$ cat src/rtl/cam_window_capture_if.sv
// rtl/cam_window_capture_if.sv - camera bus, capture handshake and RAM read port bundle
interface cam_window_capture_if #(
    parameter int AW     = 8,
    parameter int DATA_W = 8
);
    logic              href;
    logic              vref;
    logic [7:0]        digital;
    logic              start;
    logic              busy;
    logic              done;
    logic              short_frame;
    logic [AW-1:0]     rd_addr;
    logic [DATA_W-1:0] rd_data;

    // camera pins, arm pulse and read address come from the master side
    modport master (
        output href, vref, digital, start, rd_addr,
        input  busy, done, short_frame, rd_data
    );

    // capture engine side
    modport slave (
        input  href, vref, digital, start, rd_addr,
        output busy, done, short_frame, rd_data
    );
endinterface

$ cat src/rtl/cam_window_capture.sv
// rtl/cam_window_capture.sv - camera byte-pair capture of a cropped, decimated window into RAM
module cam_window_capture #(
    parameter int WIN_W    = 15,
    parameter int WIN_H    = 15,
    parameter int X0       = 0,
    parameter int Y0       = 0,
    parameter int DECIM    = 1,
    parameter int DATA_W   = 8,
    parameter int BYTE_SEL = 0,
    parameter int AW       = $clog2(WIN_W * WIN_H)
) (
    input  logic                 clk,
    input  logic                 reset_n,
    cam_window_capture_if.slave  bus
);

    // x/y counters are wide enough for any realistic sensor and saturate
    localparam int CW  = 16;
    localparam int CW1 = CW + 1;
    // DECIM is restricted to 1, 2 or 4, so division is a shift
    localparam int DSH = (DECIM >= 4) ? 2 : ((DECIM >= 2) ? 1 : 0);
    localparam logic [AW-1:0] LAST_ADDR = AW'(WIN_W * WIN_H - 1);

    typedef enum logic [1:0] {
        IDLE,
        WAIT_FRAME,
        CAPTURE,
        DONE
    } state_t;

    state_t state;
    state_t state_nx;

    logic              href_q;
    logic              vref_q;
    logic              href_rise;
    logic              href_fall;
    logic              vref_rise;
    logic              vref_fall;
    logic              phase;
    logic              phase_eff;
    logic              pix_done;
    logic [7:0]        byte0;
    logic [CW-1:0]     x_cnt;
    logic [CW-1:0]     y_cnt;
    logic [CW:0]       x_diff;
    logic [CW:0]       y_diff;
    logic [CW-1:0]     x_off;
    logic [CW-1:0]     y_off;
    logic              x_hit;
    logic              y_hit;
    logic              win_hit;
    logic [AW-1:0]     col;
    logic [AW-1:0]     row;
    logic [AW-1:0]     wr_addr;
    logic [DATA_W-1:0] wr_data;
    logic              wr_en;
    logic              start_acc;
    logic              end_short;
    logic              short_q;
    logic [DATA_W-1:0] rd_q;
    logic [DATA_W-1:0] mem [0:(1 << AW) - 1];

    assign href_rise = bus.href & ~href_q;
    assign href_fall = ~bus.href & href_q;
    assign vref_rise = bus.vref & ~vref_q;
    assign vref_fall = ~bus.vref & vref_q;

    // a new line always begins on byte0, whatever the previous line left behind
    assign phase_eff = href_rise ? 1'b0 : phase;
    assign pix_done  = bus.href & phase_eff;

    // previous href/vref for edge detection
    always_ff @(posedge clk or negedge reset_n) begin
        if (!reset_n) begin
            href_q <= 1'b0;
            vref_q <= 1'b0;
        end else begin
            href_q <= bus.href;
            vref_q <= bus.vref;
        end
    end

    // byte pairing: hold byte0 until the second byte of the pixel arrives
    always_ff @(posedge clk or negedge reset_n) begin
        if (!reset_n) begin
            phase <= 1'b0;
            byte0 <= 8'd0;
        end else if (bus.href) begin
            phase <= ~phase_eff;
            if (!phase_eff) begin
                byte0 <= bus.digital;
            end
        end
    end

    // pixel column within the line; x_cnt is the column of the pixel completing now
    always_ff @(posedge clk or negedge reset_n) begin
        if (!reset_n) begin
            x_cnt <= '0;
        end else if (href_rise) begin
            x_cnt <= '0;
        end else if (pix_done && (x_cnt != '1)) begin
            x_cnt <= x_cnt + 1'b1;
        end
    end

    // line number within the frame
    always_ff @(posedge clk or negedge reset_n) begin
        if (!reset_n) begin
            y_cnt <= '0;
        end else if (vref_fall) begin
            y_cnt <= '0;
        end else if (href_fall && (y_cnt != '1)) begin
            y_cnt <= y_cnt + 1'b1;
        end
    end

    // one extra bit so the borrow tells us the coordinate is left of / above the window
    assign x_diff = {1'b0, x_cnt} - CW1'(X0);
    assign y_diff = {1'b0, y_cnt} - CW1'(Y0);
    assign x_off  = x_diff[CW-1:0];
    assign y_off  = y_diff[CW-1:0];

    assign x_hit = ~x_diff[CW] && (x_off < CW'(WIN_W * DECIM)) &&
                   ((x_off & CW'(DECIM - 1)) == '0);
    assign y_hit = ~y_diff[CW] && (y_off < CW'(WIN_H * DECIM)) &&
                   ((y_off & CW'(DECIM - 1)) == '0);
    assign win_hit = x_hit & y_hit;

    assign col     = AW'(x_off >> DSH);
    assign row     = AW'(y_off >> DSH);
    assign wr_addr = row * AW'(WIN_W) + col;

    generate
        if (DATA_W == 16) begin : g_word
            assign wr_data = {byte0, bus.digital};
        end else begin : g_byte
            assign wr_data = (BYTE_SEL != 0) ? bus.digital : byte0;
        end
    endgenerate

    // capture state register
    always_ff @(posedge clk or negedge reset_n) begin
        if (!reset_n) begin
            state <= IDLE;
        end else begin
            state <= state_nx;
        end
    end

    // next state, RAM write enable and short-frame events
    always_comb begin
        state_nx  = state;
        wr_en     = 1'b0;
        start_acc = 1'b0;
        end_short = 1'b0;
        case (state)
            IDLE: begin
                if (bus.start) begin
                    state_nx  = WAIT_FRAME;
                    start_acc = 1'b1;
                end
            end
            WAIT_FRAME: begin
                if (vref_fall) begin
                    state_nx = CAPTURE;
                end
            end
            CAPTURE: begin
                if (pix_done && win_hit) begin
                    wr_en = 1'b1;
                    if (wr_addr == LAST_ADDR) begin
                        state_nx = DONE;
                    end
                end
                // a frame end coinciding with the final write still counts as complete
                if (vref_rise && (state_nx != DONE)) begin
                    state_nx  = DONE;
                    end_short = 1'b1;
                end
            end
            DONE: begin
                state_nx = IDLE;
            end
            default: begin
                state_nx = IDLE;
            end
        endcase
    end

    // sticky short-frame flag, cleared when a new capture is armed
    always_ff @(posedge clk or negedge reset_n) begin
        if (!reset_n) begin
            short_q <= 1'b0;
        end else if (start_acc) begin
            short_q <= 1'b0;
        end else if (end_short) begin
            short_q <= 1'b1;
        end
    end

    // window RAM write port; contents are not reset
    always_ff @(posedge clk) begin
        if (wr_en) begin
            mem[wr_addr] <= wr_data;
        end
    end

    // registered read port, returns old data on a same-address write
    always_ff @(posedge clk or negedge reset_n) begin
        if (!reset_n) begin
            rd_q <= '0;
        end else begin
            rd_q <= mem[bus.rd_addr];
        end
    end

    assign bus.busy        = (state == WAIT_FRAME) || (state == CAPTURE);
    assign bus.done        = (state == DONE);
    assign bus.short_frame = short_q;
    assign bus.rd_data     = rd_q;

endmodule

$ cat src/flat_wrapper.sv
// flat-port wrapper written by rule: the top's interface ports become plain ports
module cam_window_capture_flat 
#(
    parameter int WIN_W    = 15,
    parameter int WIN_H    = 15,
    parameter int X0       = 0,
    parameter int Y0       = 0,
    parameter int DECIM    = 1,
    parameter int DATA_W   = 8,
    parameter int BYTE_SEL = 0,
    parameter int AW       = $clog2(WIN_W * WIN_H)
)
  (clk, reset_n, bus_href, bus_vref, bus_digital, bus_start, bus_rd_addr, bus_busy, bus_done, bus_short_frame, bus_rd_data);
  cam_window_capture_if #(.AW(AW), .DATA_W(DATA_W)) bus_i ();
  input  logic clk;
  input  logic reset_n;
  input wire logic [$bits(bus_i.href)-1:0] bus_href;
  input wire logic [$bits(bus_i.vref)-1:0] bus_vref;
  input wire logic [$bits(bus_i.digital)-1:0] bus_digital;
  input wire logic [$bits(bus_i.start)-1:0] bus_start;
  input wire logic [$bits(bus_i.rd_addr)-1:0] bus_rd_addr;
  output wire logic [$bits(bus_i.busy)-1:0] bus_busy;
  output wire logic [$bits(bus_i.done)-1:0] bus_done;
  output wire logic [$bits(bus_i.short_frame)-1:0] bus_short_frame;
  output wire logic [$bits(bus_i.rd_data)-1:0] bus_rd_data;
  assign bus_i.href = bus_href;
  assign bus_i.vref = bus_vref;
  assign bus_i.digital = bus_digital;
  assign bus_i.start = bus_start;
  assign bus_i.rd_addr = bus_rd_addr;
  assign bus_busy = bus_i.busy;
  assign bus_done = bus_i.done;
  assign bus_short_frame = bus_i.short_frame;
  assign bus_rd_data = bus_i.rd_data;
  cam_window_capture #(.WIN_W(WIN_W), .WIN_H(WIN_H), .X0(X0), .Y0(Y0), .DECIM(DECIM), .DATA_W(DATA_W), .BYTE_SEL(BYTE_SEL), .AW(AW)) u_core (.clk(clk), .reset_n(reset_n), .bus(bus_i));
endmodule
$ cat config.mk
export PLATFORM = sky130hd
export DESIGN_NAME = cam_window_capture_flat
export DESIGN_NICKNAME = d
export VERILOG_FILES = /design/src/rtl/cam_window_capture_if.sv /design/src/rtl/cam_window_capture.sv /design/src/flat_wrapper.sv
export SDC_FILE = /design/constraint.sdc
export NUM_CORES = 2
export LEC_CHECK = 0
export CAP_MARGIN = 15
export CORE_MARGIN = 2
export CORE_UTILIZATION = 55
export CTS_BUF_LIST = sky130_fd_sc_hd__clkbuf_4 sky130_fd_sc_hd__clkbuf_8 sky130_fd_sc_hd__clkbuf_16
export CTS_CLUSTER_DIAMETER = 60
export CTS_CLUSTER_SIZE = 16
export DETAILED_ROUTE_END_ITERATION = 10
export MAX_ROUTING_LAYER = met4
export PLACE_DENSITY_LB_ADDON = 0.15
export REMOVE_ABC_BUFFERS = 1
export SYNTH_ARGS = -nofsm -noshare
export SYNTH_HDL_FRONTEND = slang
export SYNTH_SLANG_ARGS = --single-unit
$ cat constraint.sdc
create_clock -name clk -period 8.8 [get_ports clk]
set_input_delay 1.76 -clock clk [delete_from_list [all_inputs] [get_ports clk]]
set_output_delay 1.76 -clock clk [all_outputs]
set_load 0.005 [all_outputs]
==> summary.md <==
| Metric | Value |
|---|---|
| Main synth FF type | `edfxtp_1` |
| Nets | `between 4,000 and 5,000` |
| Synth Area in Adders | `less than 1%` |
| Commonest non-fill, non-tap cell in the layout | `edfxtp_1` |
| Leakage | `27.98 nW` |
| Starting density of the core | `55.25%` |
| Syn avg cell area | `roughly 21 µm²` |
| Outcome | `finished clean` |
| Final worst slack | `3190 ps` |
| Chip Width | `391.4 µm` |
| Max VDD drop | `225.8 µV` |
| Switching Fraction | `23.12%` |
| Multi-input gate area | `about 18,000 µm²` |
| CP max FO | `11` |
| Reg area | `62,880 µm²` |
| Largest family of logic cells by synthesized area | `multiplexers` |
| Max-cap viol count | `0` |
| Final TNS setup | `0 ps` |
| Clock Pin Slew Worst Setup and Hold Paths | `60 ps` |
| Cell Area, Synth | `82,560 µm²` |
| Switching power | `4.691 mW` |
| Async S/R FF share, synth | `2.569%` |
| Die Y-Extent | `around 390 µm` |
| Syn Inst Count | `3,913` |
| Synth Area in Compound Gates | `2.625%` |
| WS Path Type | `reg -> reg` |
| # rows | `142` |
| First-pass GRT wire length | `286.1 mm` |
| Worst slack, placed | `3016 ps` |
| Tot Pwr | `20.29 mW` |
| Most Frequent Cell on Critical Path | `fa_1` |
| DPL Wire Length | `118.5 mm` |
| Sequential share of power | `56.9%` |
| Routed length per instance | `32.58 µm` |
| Multiplexer share of the synthesized area | `15.71%` |
| PortBufs | `31` |
| CTS tree | `built` |
| Cell area power density | `225.3 nW/µm²` |
| Antenna violations before repair | `2` |
| CP Cell Sequence | `fa_1 > fa_1 > inv_1 > fa_1 > inv_1 > ha_1 > nor2b_1 > o21ai_1 > a21oi_1 > o21a_1 > o21ai_1 > nand4_1 > buf_8 > nor2_1` |
| WHS Path Cells | `1` |
| Slew Viols, Final | `0` |
| Post-route ant nets | `0` |
| Fin Clk Skew | `between 30 and 40 ps` |
| H-tree levels | `4` |
| DRC viols | `0` |
| Hold Crit Start | `u_core.phase` |
| Top achievable clock speed | `0.1782 GHz` |
| Crit path launch type | `flip-flop` |
| Yosys warnings | `0` |
| Area grow syn2layout | `9.081%` |
| Combinational power share | `7.9%` |
| CTS Buffer Depth | `3` |
| DRT iter0 DRCs | `approximately 5,000` |
| Actual slew at the worst max-slew pin | `1195 ps` |
| Synth cell types | `61` |
| Tcrit/Tclk final | `63.75%` |
| Clock Power Share | `a little over a third` |
| WL final | `198.7 mm` |
| IO Count | `32` |
| Largest stage delay on the critical path | `610 ps` |
| P_int | `~16 mW` |
| Synth top area share | `about 74%` |
| Post-synthesis simple-gate area fraction | `2.779%` |
| Worst skew pair latency | `820 ps` |
| Clk root buf | `clkbuf_16` |
| Area leader, netlist | `edfxtp_1` |
| Core footprint | `149,400 µm²` |
| R2R Path Start | `u_core.y_cnt[2]` |
| CP Data Required Time | `9230 ps` |
| Post-synthesis sequential area ratio | `between 70 and 80%` |
| Worst slew margin | `about a fifth` |
| Worst path arrival time | `6040 ps` |
| Clock sink total | `2,102` |
| Filler Cells Inserted | `10,502` |
| Worst setup EP type | `flip-flop` |
| Post-CTS Setup Repair Bufs | `0` |
| Final hold slack | `approximately 520 ps` |
| GPL Wtd Cong | `0.8509` |
| Initial DRT Pass Iterations | `6` |
| CTS resizes | `0` |
| Vias in the first global route | `slightly below 40,000` |
| EDFF count, synth | `2,048` |
| Unrepaired setup endpoints after global routing | `false` |
| Worst reg-to-reg setup slack | `3190 ps` |
| GR Util All Layers | `about 27%` |
| Hold Vio Cnt, Final | `0` |
| Worst R2R End | `u_core.mem[6][6]` |
| Post-route minimum period | `5610 ps` |
| Die area | `153,200 µm²` |
| Hold buffers post-CTS | `0` |
| Worst Reg-to-Reg Cells | `14` |
| Top post-synthesis cells by area | `edfxtp_1, mux4_2, dfrtp_1` |
| Total grt overflow | `0` |
| Vias | `39,654` |
| Commonest cells after routing, fill and taps aside | `edfxtp_1, mux4_2, nor2_1` |
| Hold Path End | `u_core.phase` |
| Largest net degree at the start of global routing | `159` |
| Flops & latches, synth | `2,102` |
| Layout cell share with drive strength beyond 1 | `22.35%` |
| Num CTS Buffers | `161` |
| Final setup viols | `0` |
| HP Class | `reg -> reg` |
| Via-to-Cell Ratio | `6.504` |
| Max stage delay cell, worst path | `nand4_1` |
| XOR/XNOR Fraction of Synth Area | `0.4456%` |
-- cell type report --
class                      instances  area share [%]
antenna                            1        0.002779
clock buffer                     204           4.924
clock inverter                    53          0.5946
inverter                          30          0.1250
multi-input combinational       1566           20.43
sequential                      2102           69.82
tap                             2016           2.801
timing repair buffer             125           1.303
-- power groups by stage --
stage	clock (mW)	sequential, mW	combinational [mW]
after floorplan	0	12.0	0.591
after global placement	0	11.8	1.59
after detailed placement	0	11.8	1.61
after CTS	7.24	11.6	1.62
after global routing	7.60	11.6	1.71
final	7.13	11.6	1.61
-- Yosys cell counts (12+ instances only) --
| library cell | instances |
|---|---|
| a211oi_1 | 14 |
| a21oi_1 | 39 |
| a221oi_1 | 26 |
| a22o_1 | 26 |
| a22oi_1 | 25 |
| buf_1 | 17 |
| buf_2 | 44 |
| buf_4 | 20 |
| buf_6 | 32 |
| clkbuf_1 | 94 |
| dfrtp_1 | 54 |
| edfxtp_1 | 2048 |
| fa_1 | 14 |
| ha_1 | 22 |
| inv_1 | 28 |
| mux2_2 | 26 |
| mux2i_1 | 130 |
| mux4_2 | 505 |
| nand2_1 | 70 |
| nand3_1 | 31 |
| nand4_1 | 17 |
| nor2_1 | 328 |
| nor3_1 | 18 |
| nor4_1 | 12 |
| o21ai_0 | 31 |
| o221ai_1 | 47 |
| o22ai_1 | 24 |
| xnor2_1 | 20 |
| xor2_1 | 22 |
-- through the flow --
stage                     util (%)  std cells  area, µm²
after floorplan                  -       3698      81320
after global placement       56.90       5834      85020
after detailed placement     56.93       5837      85070
after CTS                    60.26       6094      90040
after global routing         60.27       6096      90060
final                        60.27       6097      90060
-- cells by family after synthesis --
| logic type | after synthesis |
|---|---|
| adders and majority gates | 36 |
| buffers and inverters | 245 |
| DFF | 2102 |
| AOI/OAI and AO/OA | 298 |
| xor gates and xnor gates | 42 |
| muxes | 661 |
| and+or+nand+nor | 529 |
-- worst max-delay path, delay by kind of cell, from the launching register on --
family	cells	cell delay [ps]
AO/OA/AOI/OAI	4	1080
adder cells (fa/ha/maj)	4	1870
buffers and inverters	3	440
flip-flops	1	530
AND/OR/NAND/NOR	3	1300
-- routing by layer --
metal / share of wire (%) / track usage (%) / wire length (µm) / up-vias
met5: 0 / - / 0 / -
met4: 2.0 / 6.150 / 4052 / 0
met3: 7.8 / 4.374 / 15550 / 252
met2: 47 / 40.16 / 93620 / 1835
met1: 43 / 40.51 / 85450 / 21195
li1: - / - / - / 16372
-- flip-flops by register name, summed over array words and instances, names as in the netlist --
signal / cells
u_core.mem: 2048
u_core.x_cnt: 16
u_core.y_cnt: 16
u_core.bus.rd_data: 8
u_core.byte0: 8
u_core.state: 2
u_core.bus.short_frame: 1
u_core.href_q: 1
u_core.phase: 1
u_core.vref_q: 1
-- how the worst max path moves through the flow --
stage / start / endpoint / slack, ps / cells after the start
final: u_core.y_cnt[2] / u_core.mem[6][6] / 3190 / 14
after global routing: u_core.y_cnt[2] / u_core.mem[6][6] / 2870 / 13
after CTS: u_core.y_cnt[2] / u_core.mem[97][2] / 3210 / 14
after detailed placement: bus_href / u_core.mem[118][1] / 3020 / 9
after global placement: u_core.y_cnt[2] / u_core.mem[49][2] / 2630 / 13
after floorplan: u_core.y_cnt[2] / u_core.mem[0][0] / 4070 / 13
(Power assumes the default switching activity.)
